==> src/rtl/tpu_control_unit_if.sv <==
// Host instruction channel for tpu_control_unit.
//
// Carries one 64-bit instruction word per accepted transfer. A word is taken
// on every rising clock edge where instr_valid_in and instr_ready_out are both high.
//
// Signals:
//   instr_in         host instruction word
//   instr_valid_in   instr_in is valid
//   instr_ready_out  sequencer can accept a word (instruction FIFO not full)
//
// Modports:
//   master  host side: drives the word and valid, observes ready
//   slave   sequencer side: observes the word and valid, drives ready
interface tpu_control_unit_if;
  logic [63:0] instr_in;
  logic        instr_valid_in;
  logic        instr_ready_out;

  modport master (
    output instr_in,
    output instr_valid_in,
    input  instr_ready_out
  );

  modport slave (
    input  instr_in,
    input  instr_valid_in,
    output instr_ready_out
  );
endinterface

==> src/rtl/tpu_control_unit.sv <==
// TPU instruction sequencer.
//
// Buffers 64-bit host instructions in a FIFO, fetches them one at a time,
// decodes them and drives the TPU control inputs. Launch pulses are high for
// exactly the ISSUE cycle of an instruction. Held outputs keep their value
// until a later instruction overwrites them. Each instruction can hold the
// sequencer for a programmable number of WAIT cycles.
//
// Instruction word:
//   [63:60] opcode: 0 NOP, 1 LOAD, 2 SETPATH, 3 SETREG, 4 HALT, 5..15 NOP
//   [15:0]  wait count (opcodes other than HALT)
//   LOAD    [59] transpose, [58:50] ptr, [49:34] addr, [33:26] rows, [25:18] cols
//   SETPATH [59:56] pathway, [55] systolic switch request
//   SETREG  [59:58] select (0 lr, 1 leak, 2 inv_batch, 3 none), [49:34] value
//
// Parameters:
//   FIFO_DEPTH  instruction FIFO entries (power of two, >= 2)
//
// Ports:
//   clk, rst                      clock; asynchronous active-high reset
//   host                          instruction channel (slave modport)
//   resume_in                     leaves HALT (ignored in other states)
//   ub_rd_start_in                one-cycle unified-buffer read launch
//   ub_rd_transpose               held read transpose flag
//   ub_ptr_select                 held pointer select
//   ub_rd_addr_in                 held read address
//   ub_rd_row_size/col_size       held sizes (8-bit fields, zero-extended)
//   learning_rate_in              held scalar register
//   vpu_leak_factor_in            held scalar register
//   inv_batch_size_times_two_in   held scalar register
//   vpu_data_pathway              held VPU pathway select
//   sys_switch_in                 one-cycle systolic weight-switch pulse
//   busy_out                      any state other than IDLE and HALT
//   halted_out                    in HALT
//
// Optional feature (macro TPU_CTRL_STATS_EN):
//   retired_count_out             ISSUE cycles seen (HALT included), wraps
//   stall_count_out               cycles with valid high and ready low
module tpu_control_unit #(
  parameter int unsigned FIFO_DEPTH = 8
) (
  input  logic                clk,
  input  logic                rst,
  tpu_control_unit_if.slave   host,
  input  logic                resume_in,
  output logic                ub_rd_start_in,
  output logic                ub_rd_transpose,
  output logic [8:0]          ub_ptr_select,
  output logic [15:0]         ub_rd_addr_in,
  output logic [15:0]         ub_rd_row_size,
  output logic [15:0]         ub_rd_col_size,
  output logic [15:0]         learning_rate_in,
  output logic [15:0]         vpu_leak_factor_in,
  output logic [15:0]         inv_batch_size_times_two_in,
  output logic [3:0]          vpu_data_pathway,
  output logic                sys_switch_in,
  output logic                busy_out,
  output logic                halted_out
`ifdef TPU_CTRL_STATS_EN
  ,
  output logic [31:0]         retired_count_out,
  output logic [31:0]         stall_count_out
`endif
);

  localparam int unsigned PtrW = (FIFO_DEPTH > 1) ? $clog2(FIFO_DEPTH) : 1;
  localparam int unsigned CntW = PtrW + 1;

  localparam logic [3:0] OpLoad    = 4'd1;
  localparam logic [3:0] OpSetPath = 4'd2;
  localparam logic [3:0] OpSetReg  = 4'd3;
  localparam logic [3:0] OpHalt    = 4'd4;

  typedef enum logic [2:0] {
    StIdle,
    StFetch,
    StIssue,
    StWait,
    StHalt
  } state_e;

  state_e state_q, state_d;

  // ---------------------------------------------------------------------------
  // Instruction FIFO
  // ---------------------------------------------------------------------------
  logic [63:0]     fifo_mem [FIFO_DEPTH];
  logic [PtrW-1:0] wr_ptr_q, rd_ptr_q;
  logic [CntW-1:0] count_q;
  logic            fifo_full, fifo_empty;
  logic            push, pop;
  logic [63:0]     head;

  assign fifo_full            = (count_q == CntW'(FIFO_DEPTH));
  assign fifo_empty           = (count_q == '0);
  // Ready depends only on occupancy, so a full FIFO refuses a push even in a
  // cycle where FETCH frees an entry.
  assign host.instr_ready_out = !fifo_full;
  assign push                 = host.instr_valid_in && !fifo_full;
  // FETCH is only entered with a non-empty FIFO, so the pop is always valid.
  assign pop                  = (state_q == StFetch);
  assign head                 = fifo_mem[rd_ptr_q];

  always_ff @(posedge clk) begin
    if (push) begin
      fifo_mem[wr_ptr_q] <= host.instr_in;
    end
  end

  always_ff @(posedge clk or posedge rst) begin
    if (rst) begin
      wr_ptr_q <= '0;
      rd_ptr_q <= '0;
      count_q  <= '0;
    end else begin
      if (push) begin
        wr_ptr_q <= wr_ptr_q + PtrW'(1);
      end
      if (pop) begin
        rd_ptr_q <= rd_ptr_q + PtrW'(1);
      end
      if (push && !pop) begin
        count_q <= count_q + CntW'(1);
      end else if (pop && !push) begin
        count_q <= count_q - CntW'(1);
      end
    end
  end

  // ---------------------------------------------------------------------------
  // Sequencer FSM
  // ---------------------------------------------------------------------------
  logic [3:0]  ir_op_q, ir_op_d;
  logic [15:0] ir_wait_q, ir_wait_d;
  logic [15:0] wait_cnt_q, wait_cnt_d;
  state_e      next_after_done;

  // Where to go once an instruction is finished (no wait left).
  assign next_after_done = fifo_empty ? StIdle : StFetch;

  always_ff @(posedge clk or posedge rst) begin
    if (rst) begin
      state_q    <= StIdle;
      ir_op_q    <= '0;
      ir_wait_q  <= '0;
      wait_cnt_q <= '0;
    end else begin
      state_q    <= state_d;
      ir_op_q    <= ir_op_d;
      ir_wait_q  <= ir_wait_d;
      wait_cnt_q <= wait_cnt_d;
    end
  end

  always_comb begin
    state_d    = state_q;
    ir_op_d    = ir_op_q;
    ir_wait_d  = ir_wait_q;
    wait_cnt_d = wait_cnt_q;
    unique case (state_q)
      StIdle: begin
        if (!fifo_empty) begin
          state_d = StFetch;
        end
      end
      StFetch: begin
        ir_op_d   = head[63:60];
        ir_wait_d = head[15:0];
        state_d   = StIssue;
      end
      StIssue: begin
        if (ir_op_q == OpHalt) begin
          state_d = StHalt;
        end else if (ir_wait_q != '0) begin
          state_d    = StWait;
          wait_cnt_d = ir_wait_q - 16'd1;
        end else begin
          state_d = next_after_done;
        end
      end
      StWait: begin
        if (wait_cnt_q == '0) begin
          state_d = next_after_done;
        end else begin
          wait_cnt_d = wait_cnt_q - 16'd1;
        end
      end
      StHalt: begin
        if (resume_in) begin
          state_d = next_after_done;
        end
      end
      default: begin
        state_d = StIdle;
      end
    endcase
  end

  // ---------------------------------------------------------------------------
  // Decode and TPU control registers
  // ---------------------------------------------------------------------------
  // The head word is decoded on the FETCH->ISSUE edge, so held outputs change
  // and pulses rise exactly as ISSUE begins, all straight from flops. Pulses
  // clear on the following edge because ISSUE never directly follows ISSUE.
  logic        start_q;
  logic        switch_q;
  logic        transpose_q;
  logic [8:0]  ptr_q;
  logic [15:0] addr_q;
  logic [7:0]  rows_q, cols_q;
  logic [15:0] lr_q, leak_q, inv_batch_q;
  logic [3:0]  path_q;

  always_ff @(posedge clk or posedge rst) begin
    if (rst) begin
      start_q     <= 1'b0;
      switch_q    <= 1'b0;
      transpose_q <= 1'b0;
      ptr_q       <= '0;
      addr_q      <= '0;
      rows_q      <= '0;
      cols_q      <= '0;
      lr_q        <= '0;
      leak_q      <= '0;
      inv_batch_q <= '0;
      path_q      <= '0;
    end else begin
      start_q  <= 1'b0;
      switch_q <= 1'b0;
      if (pop) begin
        case (head[63:60])
          OpLoad: begin
            start_q     <= 1'b1;
            transpose_q <= head[59];
            ptr_q       <= head[58:50];
            addr_q      <= head[49:34];
            rows_q      <= head[33:26];
            cols_q      <= head[25:18];
          end
          OpSetPath: begin
            path_q   <= head[59:56];
            switch_q <= head[55];
          end
          OpSetReg: begin
            case (head[59:58])
              2'd0:    lr_q        <= head[49:34];
              2'd1:    leak_q      <= head[49:34];
              2'd2:    inv_batch_q <= head[49:34];
              default: ;
            endcase
          end
          default: ;
        endcase
      end
    end
  end

  // Bits [17:16] carry no field for any opcode.
  logic unused_head_bits;
  assign unused_head_bits = ^head[17:16];

  assign ub_rd_start_in              = start_q;
  assign sys_switch_in               = switch_q;
  assign ub_rd_transpose             = transpose_q;
  assign ub_ptr_select               = ptr_q;
  assign ub_rd_addr_in               = addr_q;
  assign ub_rd_row_size              = {8'h00, rows_q};
  assign ub_rd_col_size              = {8'h00, cols_q};
  assign learning_rate_in            = lr_q;
  assign vpu_leak_factor_in          = leak_q;
  assign inv_batch_size_times_two_in = inv_batch_q;
  assign vpu_data_pathway            = path_q;
  assign busy_out                    = (state_q != StIdle) && (state_q != StHalt);
  assign halted_out                  = (state_q == StHalt);

`ifdef TPU_CTRL_STATS_EN
  // ---------------------------------------------------------------------------
  // Statistics counters
  // ---------------------------------------------------------------------------
  logic [31:0] retired_q, stall_q;

  always_ff @(posedge clk or posedge rst) begin
    if (rst) begin
      retired_q <= '0;
      stall_q   <= '0;
    end else begin
      if (state_q == StIssue) begin
        retired_q <= retired_q + 32'd1;
      end
      if (host.instr_valid_in && fifo_full) begin
        stall_q <= stall_q + 32'd1;
      end
    end
  end

  assign retired_count_out = retired_q;
  assign stall_count_out   = stall_q;
`endif

endmodule
==> src/flat_wrapper.sv <==
// flat-port wrapper written by rule: the top's interface ports become plain ports
module tpu_control_unit_flat 
#(
  parameter int unsigned FIFO_DEPTH = 8
)
  (clk, rst, resume_in, ub_rd_start_in, ub_rd_transpose, ub_ptr_select, ub_rd_addr_in, ub_rd_row_size, ub_rd_col_size, learning_rate_in, vpu_leak_factor_in, inv_batch_size_times_two_in, vpu_data_pathway, sys_switch_in, busy_out, halted_out, host_instr_in, host_instr_valid_in, host_instr_ready_out);
  tpu_control_unit_if host_i ();
  input  logic clk;
  input  logic rst;
  input  logic resume_in;
  output logic ub_rd_start_in;
  output logic ub_rd_transpose;
  output logic [8:0] ub_ptr_select;
  output logic [15:0] ub_rd_addr_in;
  output logic [15:0] ub_rd_row_size;
  output logic [15:0] ub_rd_col_size;
  output logic [15:0] learning_rate_in;
  output logic [15:0] vpu_leak_factor_in;
  output logic [15:0] inv_batch_size_times_two_in;
  output logic [3:0] vpu_data_pathway;
  output logic sys_switch_in;
  output logic busy_out;
  output logic halted_out;
  input wire logic [$bits(host_i.instr_in)-1:0] host_instr_in;
  input wire logic [$bits(host_i.instr_valid_in)-1:0] host_instr_valid_in;
  output wire logic [$bits(host_i.instr_ready_out)-1:0] host_instr_ready_out;
  assign host_i.instr_in = host_instr_in;
  assign host_i.instr_valid_in = host_instr_valid_in;
  assign host_instr_ready_out = host_i.instr_ready_out;
  tpu_control_unit #(.FIFO_DEPTH(FIFO_DEPTH)) u_core (.clk(clk), .rst(rst), .host(host_i), .resume_in(resume_in), .ub_rd_start_in(ub_rd_start_in), .ub_rd_transpose(ub_rd_transpose), .ub_ptr_select(ub_ptr_select), .ub_rd_addr_in(ub_rd_addr_in), .ub_rd_row_size(ub_rd_row_size), .ub_rd_col_size(ub_rd_col_size), .learning_rate_in(learning_rate_in), .vpu_leak_factor_in(vpu_leak_factor_in), .inv_batch_size_times_two_in(inv_batch_size_times_two_in), .vpu_data_pathway(vpu_data_pathway), .sys_switch_in(sys_switch_in), .busy_out(busy_out), .halted_out(halted_out));
endmodule
==> config.mk <==
export PLATFORM = sky130hd
export DESIGN_NAME = tpu_control_unit_flat
export DESIGN_NICKNAME = d
export VERILOG_FILES = /design/src/rtl/tpu_control_unit_if.sv /design/src/rtl/tpu_control_unit.sv /design/src/flat_wrapper.sv
export SDC_FILE = /design/constraint.sdc
export NUM_CORES = 1
export LEC_CHECK = 0
export ABC_AREA = 1
export CAP_MARGIN = 20
export CORE_MARGIN = 3
export CORE_UTILIZATION = 30
export DETAILED_ROUTE_END_ITERATION = 8
export GPL_ROUTABILITY_DRIVEN = 0
export SLEW_MARGIN = 20
export SYNTH_ARGS = -nofsm -noshare
export SYNTH_HDL_FRONTEND = slang
export SYNTH_SLANG_ARGS = --single-unit
export TNS_END_PERCENT = 10
==> constraint.sdc <==
create_clock -name clk -period 5.4 [get_ports clk]
set_clock_uncertainty 0.2 [all_clocks]
set_input_delay 0.81 -clock clk [delete_from_list [all_inputs] [get_ports clk]]
set_output_delay 0.81 -clock clk [all_outputs]
set_load 0.01 [all_outputs]
==> results of run 1 <==
[layout by cell type (no fill, tap or decap), types with 3 or more instances in the layout]
master / netlist / final
clkinv_8: 0 / 3
nand3_1: 71 / 71
clkdlybuf4s50_1: 0 / 164
diode_2: 0 / 8
nor2_1: 325 / 317
nand2_1: 461 / 461
edfxtp_1: 496 / 496
inv_1: 76 / 74
o221ai_1: 70 / 70
buf_4: 29 / 21
bufinv_16: 0 / 5
clkbuf_1: 60 / 22
buf_12: 0 / 7
o21ai_0: 295 / 295
dfrtp_1: 145 / 142
o21ai_1: 21 / 21
nand2_2: 6 / 6
inv_2: 5 / 5
nand4_1: 46 / 46
o22ai_1: 10 / 10
clkbuf_8: 0 / 5
o211ai_1: 5 / 5
clkinv_16: 0 / 3
nor2_4: 4 / 12
clkbuf_16: 0 / 74
conb_1: 1 / 16
clkinv_1: 0 / 13
inv_6: 0 / 3
clkinv_2: 0 / 9
ha_1: 6 / 6
xor2_1: 4 / 4
nor3_1: 3 / 3
[Yosys cell counts, types with 5 or more instances]
library cell and instances:
nand4_1 46, buf_4 29, edfxtp_1 496, clkbuf_1 60, dfrtp_1 145, o21ai_0 295, buf_6 13, o22ai_1 10
ha_1 6, o211ai_1 5, inv_2 5, inv_1 76, o21ai_1 21, nand2_2 6, nand2_1 461, nand3_1 71
buf_2 40, nor2_1 325, o221ai_1 70
[power breakdown]
group	total (mW)	switching [mW]	internal, mW
Sequential	6.93	0.545	6.38
Combinational	6.11	4.19	1.91
Clock	4.89	2.02	2.87
Total	17.9	6.76	11.2
[path summary, 6_finish.rpt]
path | slack (ns) | end
setup / recovery | 1.71 | u_core.vpu_leak_factor_in[14]
hold / removal | 0.27 | u_core.inv_batch_size_times_two_in[2]
setup reg to reg | 1.71 | u_core.vpu_leak_factor_in[14]
hold reg to reg | 0.27 | u_core.inv_batch_size_times_two_in[2]
max in group asynchronous | 3.45 | u_core.count_q[3]
min in group asynchronous | 0.53 | u_core.vpu_leak_factor_in[15]
[critical path, delay by kind of cell, from the launching register on]
kind	cells	cell delay, ns
and+or+nand+nor	9	1.33
DFF	1	1.13
buffers and inverters	2	0.79
[logic make-up (layout without fill, tap and decap cells)]
| logic type | Yosys count | after routing | synth area share |
|---|---|---|---|
| simple gates | 926 | 926 | 0.1464 |
| flops | 641 | 641 | 0.7127 |
| compound gates | 411 | 411 | 0.09142 |
| buf+inv | 228 | 412 | 0.04289 |
| fa+ha+maj | 7 | 7 | 0.003659 |
| xor+xnor | 6 | 6 | 0.002022 |
| mux | 2 | 2 | 0.0007703 |
| other cells | 1 | 24 | 0.0001443 |
[state kept, by name, summed over array words and instances, names as in the netlist, 4 cells and up]
name                                count
u_core.count_q                          4
u_core.learning_rate_in                16
u_core.cols_q                           8
u_core.ir_op_q                          4
u_core.rows_q                           8
u_core.fifo_mem                       496
u_core.vpu_data_pathway                 4
u_core.vpu_leak_factor_in              16
u_core.inv_batch_size_times_two_in     16
u_core.ub_rd_addr_in                   16
u_core.ub_ptr_select                    9
u_core.ir_wait_q                       16
u_core.wait_cnt_q                      16
[layer usage]
| metal | vias to the layer above | share of wire |
|---|---|---|
| met5 | - | 0.00091 |
| met4 | 10 | 0.028 |
| met3 | 133 | 0.062 |
| met2 | 456 | 0.47 |
| met1 | 8270 | 0.44 |
| li1 | 8077 | - |
[cell type report]
class	count	area, um2
fillers	8262	54410
flip-flops and latches	641	18530
diodes	8	20.02
clock buffers	101	2003
repair buffers	193	1951
well taps	1144	1431
inverters	82	319.1
clock inverters	36	410.4
multi-input cells	1368	6476
[through the flow]
step	util	cells
after floorplan	-	2237
after global placement	0.3355	3427
after detailed placement	0.3355	3427
after CTS	0.3637	3564
after global routing	0.3639	3568
final	0.3640	3573
==> impl_metrics.py, run 1 <==
metrics = {
    "clocking": {
        "clk_pin_slew_worst_paths_ns": 0.06,
        "clk_path_buf_depth": 3,
        "clock_latency_ns": 0.64,
        "cts_hold_buf": 0,
        "clock-sinks": 641,
        "cts_tree": "yes",
        "ctsResizeCount": 0,
        "root_buffer": "clkbuf_16",
        "cts_buffers": 74,
        "post_cts_buffers": 0,
        "cts_max_level": 3,
    },
    "min_path": {
        "hold_start": "u_core.inv_batch_size_times_two_in[2]",
        "hold_path_depth": 2,
        "hold_path_class": "flip-flop to flip-flop",
    },
    "floorplanning": {
        "die_width_um": 300.3,
        "rows": 107,
        "ios": 183,
        "dieArea_mm2": 0.09020,
        "start_util": 0.3038,
        "fp.dieH_um": 300.3,
        "core-area_mm2": 0.08555,
    },
    "power": {
        "ir_drop_mv": 0.3648,
        "p_per_area_mw_per_mm2": 575.7,
        "power_mw": 17.93,
        "p_leak_nw": 11.54,
    },
    "critical_path": {
        "critPathLaunch": "u_core.rd_ptr_q[0]",
        "path_cells": "inv_6, nand2_1, nand2_1, nand2_1, nand3_1, nand2_1, nand2_2, nor2_8, buf_4, nand3_1, nand2_1",
        "reg2reg_from": "u_core.rd_ptr_q[0]",
        "ff2ff_path_depth": 11,
        "critical_path_class": "flip-flop to flip-flop",
        "cp_max_fo": 92,
        "critPathRequiredTime_ns": 5.70,
        "worst_path_max_delay_cell": "dfrtp_4",
        "end_kind": "flip-flop",
        "critPathArrivalTime_ns": 3.99,
        "cp_slowest_stage_delay_ns": 1.13,
        "crit_top_cell": "nand2_1",
        "cp-start-kind": "flip-flop",
    },
    "sta": {
        "rsz0062_at_grt": "no",
        "max_freq_mhz": 271.4,
        "layout_setup_ws_ns": 1.715,
        "timing.final.crit_share": 0.6825,
        "finalHoldViolCount": 0,
        "tns_ns": 0,
        "finalMaxSlewViolations": 0,
        "layout_min_cycle_time_ns": 3.685,
        "tightest_slew_ns": 1.092,
        "max_slew_margin": 0.2720,
        "fin_hold_ws_ns": 0.2671,
        "setup_viol": 0,
    },
    "synthesis": {
        "synth_edf_count": 496,
        "synthCells": 2222,
        "synth_area_per_cell_um2": 11.70,
        "synthTopCellsByArea": "edfxtp_1 (57%), dfrtp_1 (14%), nand2_1 (6.7%), o21ai_0 (5.7%), nor2_1 (4.7%)",
        "ys_seq_area_frac": 0.7127,
        "synth_ff_type": "edfxtp_1",
        "synth_top_area_share": 0.5731,
        "async_flop_share": 0.2262,
        "ys_ff_latch": 641,
        "yosys_warnings": 0,
        "synth_top_area_cell": "edfxtp_1",
        "ys_types": 41,
        "syn-cell-area_mm2": 0.02599,
    },
    "grt": {
        "overflow": 0,
        "grt_pass1_vias": 16330,
        "grt_use_met1": 0.1942,
        "top_usage_layer": "met2",
        "grt_pass1_wl_mm": 100.7,
        "grt_use_met2": 0.2339,
        "antenna_found_initial": 12,
        "grtUsageTotal": 0.1464,
        "grt_use_met3": 0.03762,
        "grt_max_degree": 105,
    },
    "route": {
        "remaining_drc_errors": 0,
        "vias": 16950,
        "drtPass1Iterations": 7,
        "viasPerCell": 4.743,
        "drt_iter0_drc": 1280,
        "routed_wl_mm": 67.21,
        "ant_nets": 0,
        "drt-wirelength-per-cell_um": 18.81,
    },
    "final_layout": {
        "drive_above_1_share": 0.07146,
        "fin_area_mm2": 0.03114,
        "area_growth_pct": 19.82,
        "nNetsFinal": 2435,
    },
    "placement": {
        "pre_cts_slack_ns": 1.585,
        "dp_hpwl_mm": 37.13,
        "io_buffers": 164,
        "place_area_mm2": 0.02870,
    },
    "run_status": {
        "status": "complete, no violations",
    },
    "run": {
        "drv_cap": 0,
    },
}
No activity file was read; power rests on OpenSTA's default activity.
==> run 2: changes to the inputs <==
==> constraint.sdc (replaced) <==
create_clock -name clk -period 3.3 [get_ports clk]
set_clock_uncertainty 0.2 [all_clocks]
set_input_delay 0.495 -clock clk [delete_from_list [all_inputs] [get_ports clk]]
set_output_delay 0.495 -clock clk [all_outputs]
set_load 0.01 [all_outputs]
==> run 2 against run 1 <==
- cell area up 0.79%
- critical endpoint is now halted_out
- critical path depth shrank 7
- register-to-register slack worse by 1.2 ns
- worst setup slack worse by 1.2 ns
- largest power group unchanged
- power is 64% higher
- die area unchanged
==> impl_metrics.py, run 2 (synthesized netlist as in run 1, its figures left out) <==
metrics = {
    "grt": {
        "antenna_found_initial": 13,
        "grtUsageTotal": 0.1473,
        "grt_pass1_vias": 16630,
        "grt_max_degree": 143,
        "overflow": 0,
        "grt_pass1_wl_mm": 102.4,
    },
    "critical_path": {
        "ff2ff_path_depth": 7,
        "cp_slowest_stage_delay_ns": 0.55,
        "critical_path_class": "flip-flop to output pin",
        "cp.depth": 4,
        "path_cells": "nor2_1, inv_1, nor2_1, clkdlybuf4s50_1",
        "end_kind": "output pin",
        "worst_path_max_delay_cell": "dfrtp_1",
        "critPathArrivalTime_ns": 2.12,
        "cp-start-kind": "flip-flop",
        "crit_top_cell": "nor2_1",
        "critPathRequiredTime_ns": 2.60,
        "cp_top_family": "buffers and inverters",
        "path_buf_inv": 2,
        "cp_max_fo": 12,
    },
    "clocking": {
        "post_cts_buffers": 0,
        "cts_tree": "yes",
        "cts_buffers": 70,
        "clk_pin_slew_worst_paths_ns": 0.06,
        "ctsResizeCount": 0,
        "clock_latency_ns": 0.63,
        "clock-sinks": 641,
        "clk_path_buf_depth": 3,
        "cts_hold_buf": 0,
        "cts_max_level": 3,
        "root_buffer": "clkbuf_16",
    },
    "run_status": {
        "status": "complete, no violations",
    },
    "final_layout": {
        "multi_input_area_mm2": 0.006476,
        "layout_commonest_cell": "edfxtp_1",
        "nNetsFinal": 2456,
        "largest_reg_flops": 496,
        "stdcell_count": 3586,
        "final_cell_mix": "edfxtp_1 (496), nand2_1 (461), nor2_1 (317), o21ai_0 (295), clkdlybuf4s50_1 (164)",
        "largest_register": "u_core.fifo_mem",
        "regArea_mm2": 0.01853,
        "nFillCells": 8273,
        "post-route-util": 0.3669,
        "area_growth_pct": 20.77,
        "drive_above_1_share": 0.08207,
    },
    "sta": {
        "max_freq_mhz": 355.8,
        "timing.final.crit_share": 0.8517,
        "tns_ns": 0,
        "finalMaxSlewViolations": 0,
        "finalHoldViolCount": 0,
        "rsz0062_at_grt": "no",
        "max_slew_margin": 0.5037,
        "tightest_slew_ns": 0.7238,
        "layout_min_cycle_time_ns": 2.811,
        "fin_hold_ws_ns": 0.1534,
        "setup_viol": 0,
    },
    "floorplanning": {
        "dieArea_mm2": 0.09020,
        "start_util": 0.3038,
        "ios": 183,
        "rows": 107,
        "fp.dieH_um": 300.3,
        "core-area_mm2": 0.08555,
        "die_width_um": 300.3,
    },
    "route": {
        "top_layer_used": "met5",
        "routed_wl_mm": 66.37,
        "drtPass1Iterations": 5,
        "vias": 16890,
        "wl_met2_mm": 31.14,
        "wl_met1_mm": 29.94,
        "drt_iter0_drc": 1188,
        "viasPerCell": 4.710,
        "drt-wirelength-per-cell_um": 18.51,
        "remaining_drc_errors": 0,
        "ant_nets": 0,
        "wl_met3_mm": 3.883,
    },
    "power": {
        "seqPwrFrac": 0.380,
        "p_int_mw": 18.35,
        "p_leak_nw": 11.68,
        "ir_drop_mv": 0.5593,
        "comb_power_share": 0.355,
        "pwr-share-clk": 0.265,
        "swShare": 0.3751,
        "switchingPower_mw": 11.02,
        "p_per_area_mw_per_mm2": 935.6,
    },
    "min_path": {
        "hold_path_class": "input pin to async pin",
    },
    "placement": {
        "dp_cells": 3453,
        "io_buffers": 164,
        "dp_hpwl_mm": 38.47,
    },
    "run": {
        "drv_cap": 0,
    },
}
==> run 2: cell count changes in the layout (fill, tap and decap cells not counted), sizes merged <==
cell and delta:
buf +25, clkbuf -6, clkinv -3, diode -3, bufinv -1, inv +1
==> run 2: power groups by stage <==
stage / clock network (mW) / logic [mW] / registers, mW
finish: 7.77 / 10.4 / 11.2
global route: 8.32 / 11.8 / 11.3
CTS: 7.98 / 10.6 / 11.2
detailed placement: 0 / 10.6 / 11.3
global placement: 0 / 10.4 / 11.3
floorplan: 0 / 6.38 / 11.4
==> run 2: final timing paths <==
kind,start,slack [ns],to
max,u_core.state_q[1],0.49,halted_out
min,rst,0.15,u_core.vpu_leak_factor_in[3]
max reg2reg,u_core.rd_ptr_q[0],0.56,u_core.vpu_data_pathway[0]
min reg2reg,u_core.vpu_leak_factor_in[3],0.27,u_core.vpu_leak_factor_in[3]
max in group asynchronous,rst,1.92,u_core.ub_ptr_select[2]
min in group clk,u_core.vpu_leak_factor_in[3],0.27,u_core.vpu_leak_factor_in[3]
==> run 2: final cells by class <==
type,instances,area share
diodes,5,0.0003986
clock buffers,95,0.06202
clock inverters,33,0.01196
inverters,82,0.01012
multi-input cells,1368,0.2063
flip-flops and latches,641,0.5904
well taps,1144,0.04560
repair buffers,218,0.07319
==> run 2: worst register-to-register path, delay by kind of cell (launching register included) <==
kind / cells / cell delay [ns]
muxes: 1 / 0.59
buffers and inverters: 3 / 0.76
AOI/OAI and AO/OA: 3 / 0.43
DFF: 1 / 0.60
==> run 2: per-layer routing <==
| metal | global-route usage | up-vias |
|---|---|---|
| li1 | - | 8134 |
| met1 | 0.1979 | 8188 |
| met2 | 0.2404 | 449 |
| met3 | 0.03509 | 110 |
| met4 | 0.03681 | 10 |
| met5 | 0 | - |
==> run 2: metrics by stage <==
stage / power [mW] / instance area (um2) / worst slack, ns
floorplan: 17.77 / 26050 / -1.003
global placement: 21.75 / 29050 / 0.4733
detailed placement: 21.88 / 29050 / 0.5120
CTS: 29.75 / 31380 / 0.4371
global route: 31.43 / 31380 / 0.3256
finish: 29.37 / 31390 / 0.4894
==> run 3: changes to the inputs <==
--- a/config.mk
+++ b/config.mk
@@ -8,9 +8,10 @@
 export ABC_AREA = 1
 export CAP_MARGIN = 20
 export CORE_MARGIN = 3
-export CORE_UTILIZATION = 30
+export CORE_UTILIZATION = 23
 export DETAILED_ROUTE_END_ITERATION = 8
 export GPL_ROUTABILITY_DRIVEN = 0
+export PLACE_DENSITY_LB_ADDON = 0.1
 export SLEW_MARGIN = 20
 export SYNTH_ARGS = -nofsm -noshare
 export SYNTH_HDL_FRONTEND = slang
==> constraint.sdc (replaced) <==
create_clock -name clk -period 3.3 [get_ports clk]
set_clock_uncertainty 0.2 [all_clocks]
set_input_delay 0.495 -clock clk [delete_from_list [all_inputs] [get_ports clk]]
set_output_delay 0.495 -clock clk [all_outputs]
set_load 0.005 [all_outputs]
==> run 3 against run 2 <==
- clock power is 6.4% higher
- cell area is 2.3% higher
- register-to-register slack worse by 0.13 ns
- fmax is 2.2% lower
- hold slack worse by 0.092 ns
- cell count is 10% higher
- largest cell class unchanged
- largest power group unchanged
==> impl_metrics.py, run 3 (synthesized netlist as in run 1, its figures left out) <==
metrics = {
    "floorplanning": {
        "dieArea_mm2": 0.1171,
        "ios": 183,
        "rows": 122,
        "fp.dieH_um": 342.2,
        "die_width_um": 342.2,
        "core-area_mm2": 0.1114,
        "start_util": 0.2332,
    },
    "final_layout": {
        "regArea_mm2": 0.01853,
        "nFillCells": 11470,
        "largest_register": "u_core.fifo_mem",
        "multi_input_area_mm2": 0.006481,
        "drive_above_1_share": 0.08873,
        "layout_commonest_cell": "edfxtp_1",
        "area_growth_pct": 23.58,
        "largest_reg_flops": 496,
        "nNetsFinal": 2477,
        "stdcell_count": 3952,
        "fin_area_mm2": 0.03212,
        "final_cell_mix": "edfxtp_1 (496), nand2_1 (461), nor2_1 (317), o21ai_0 (295), clkdlybuf4s50_1 (164)",
    },
    "route": {
        "routed_wl_mm": 79.31,
        "drtPass1Iterations": 5,
        "remaining_drc_errors": 0,
        "vias": 17260,
        "ant_nets": 0,
        "drt_iter0_drc": 1131,
        "drt-wirelength-per-cell_um": 20.07,
        "viasPerCell": 4.368,
    },
    "sta": {
        "layout_min_cycle_time_ns": 2.873,
        "tightest_slew_ns": 0.9563,
        "rsz0062_at_grt": "no",
        "setup_viol": 0,
        "max_freq_mhz": 348.1,
        "timing.final.crit_share": 0.8705,
        "finalMaxSlewViolations": 0,
        "max_slew_margin": 0.3610,
        "layout_setup_ws_ns": 0.4274,
        "finalHoldViolCount": 0,
    },
    "placement": {
        "place_area_mm2": 0.02965,
        "dp_hpwl_mm": 46.86,
        "pre_cts_slack_ns": 0.3975,
        "dp_cells": 3812,
        "io_buffers": 164,
    },
    "critical_path": {
        "path_cells": "inv_6, nand2_1, nand2_1, nand2_1, o21ai_1, nand2_1, nand2_2, nor2_4, nand3_4, nand2_1, nand2_1",
        "crit_top_cell": "nand2_1",
        "cp_max_fo": 49,
        "cp_slowest_stage_delay_ns": 0.75,
        "path_buf_inv": 1,
        "cp_top_family": "simple AND/OR/NAND/NOR gates",
        "end_kind": "flip-flop",
        "critPathArrivalTime_ns": 3.17,
        "critical_path_class": "flip-flop to flip-flop",
        "critPathRequiredTime_ns": 3.60,
        "cp-start-kind": "flip-flop",
        "worst_path_max_delay_cell": "nor2_4",
    },
    "clocking": {
        "clk_path_buf_depth": 3,
        "cts_buffers": 76,
        "cts_tree": "yes",
        "clk_pin_slew_worst_paths_ns": 0.06,
        "clock_latency_ns": 0.62,
        "cts_hold_buf": 0,
        "cts_max_level": 3,
        "post_cts_buffers": 0,
        "clock-sinks": 641,
        "ctsResizeCount": 0,
        "root_buffer": "clkbuf_16",
    },
    "run_status": {
        "status": "complete, no violations",
    },
    "power": {
        "ir_drop_mv": 0.4646,
        "p_per_area_mw_per_mm2": 944.9,
        "p_leak_nw": 11.84,
    },
    "grt": {
        "grtUsageTotal": 0.1343,
        "antenna_found_initial": 16,
        "overflow": 0,
        "grt_pass1_wl_mm": 117.5,
        "grt_max_degree": 111,
        "grt_pass1_vias": 17420,
    },
    "min_path": {
        "hold_path_class": "input pin to async pin",
    },
    "run": {
        "drv_cap": 0,
    },
}
run 3: cell count changes in the layout (fill, tap and decap cells not counted), sizes merged:
cell	change
clkinvlp	+2
bufinv	+1
buf	+15
clkbuf	+11
diode	+2
clkinv	-8
inv	-1
run 3: worst register-to-register path, cell delays in order, from the launching register on:
cell,delay (ns)
dfrtp_4,0.55
inv_6,0.21
nand2_1,0.11
nand2_1,0.05
nand2_1,0.05
o21ai_1,0.07
nand2_1,0.07
nand2_2,0.14
nor2_4,0.75
nand3_4,0.36
nand2_1,0.16
nand2_1,0.06
run 3: final timing paths:
check                      slack, ns  cells after the start                               endpoint                                   from
setup / recovery                0.43                     11             u_core.learning_rate_in[9]                     u_core.rd_ptr_q[0]
hold / removal                  0.06                      2          u_core.vpu_leak_factor_in[15]                                    rst
setup reg to reg                0.43                     11             u_core.learning_rate_in[9]                     u_core.rd_ptr_q[0]
hold reg to reg                 0.27                      2  u_core.inv_batch_size_times_two_in[7]  u_core.inv_batch_size_times_two_in[7]
max in group asynchronous       2.17                      3             u_core.learning_rate_in[9]                                    rst
min in group clk                0.27                      2  u_core.inv_batch_size_times_two_in[7]  u_core.inv_batch_size_times_two_in[7]
run 3: routing by layer:
layer  vias to the layer above  share of wire  global-route usage
met3                       110          0.050             0.03011
met1                      8615           0.48              0.1873
met4                         8          0.018             0.02779
met5                         -        0.00062                   0
met2                       375           0.45              0.2137
li1                       8154              -                   -
run 3: area by class of cell:
type	count	share of cell area
Antenna cell	7	0.0005453
Tap cell	1488	0.05796
Sequential cell	641	0.5769
Clock buffer	106	0.06680
Inverter	82	0.009894
Clock inverter	27	0.009505
Timing Repair Buffer	233	0.07658
Multi-Input combinational cell	1368	0.2018
run 3: report_power, final:
part           internal [mW]  switching (mW)
clock                   4.93            3.35
sequential              10.4           0.794
combinational           3.50            7.34
run 3: per-stage QoR:
step | hold slack (ns) | power (mW) | setup TNS [ns] | util
after global placement | 0.2597 | 22.39 | 0 | 0.2661
after CTS | 0.02871 | 30.97 | 0 | 0.2881
after detailed placement | 0.2600 | 22.51 | 0 | 0.2661
after global routing | 0.05239 | 32.52 | 0 | 0.2881
after floorplan | 0.2503 | 17.58 | -446.68 | -
final | 0.06111 | 30.35 | 0 | 0.2883
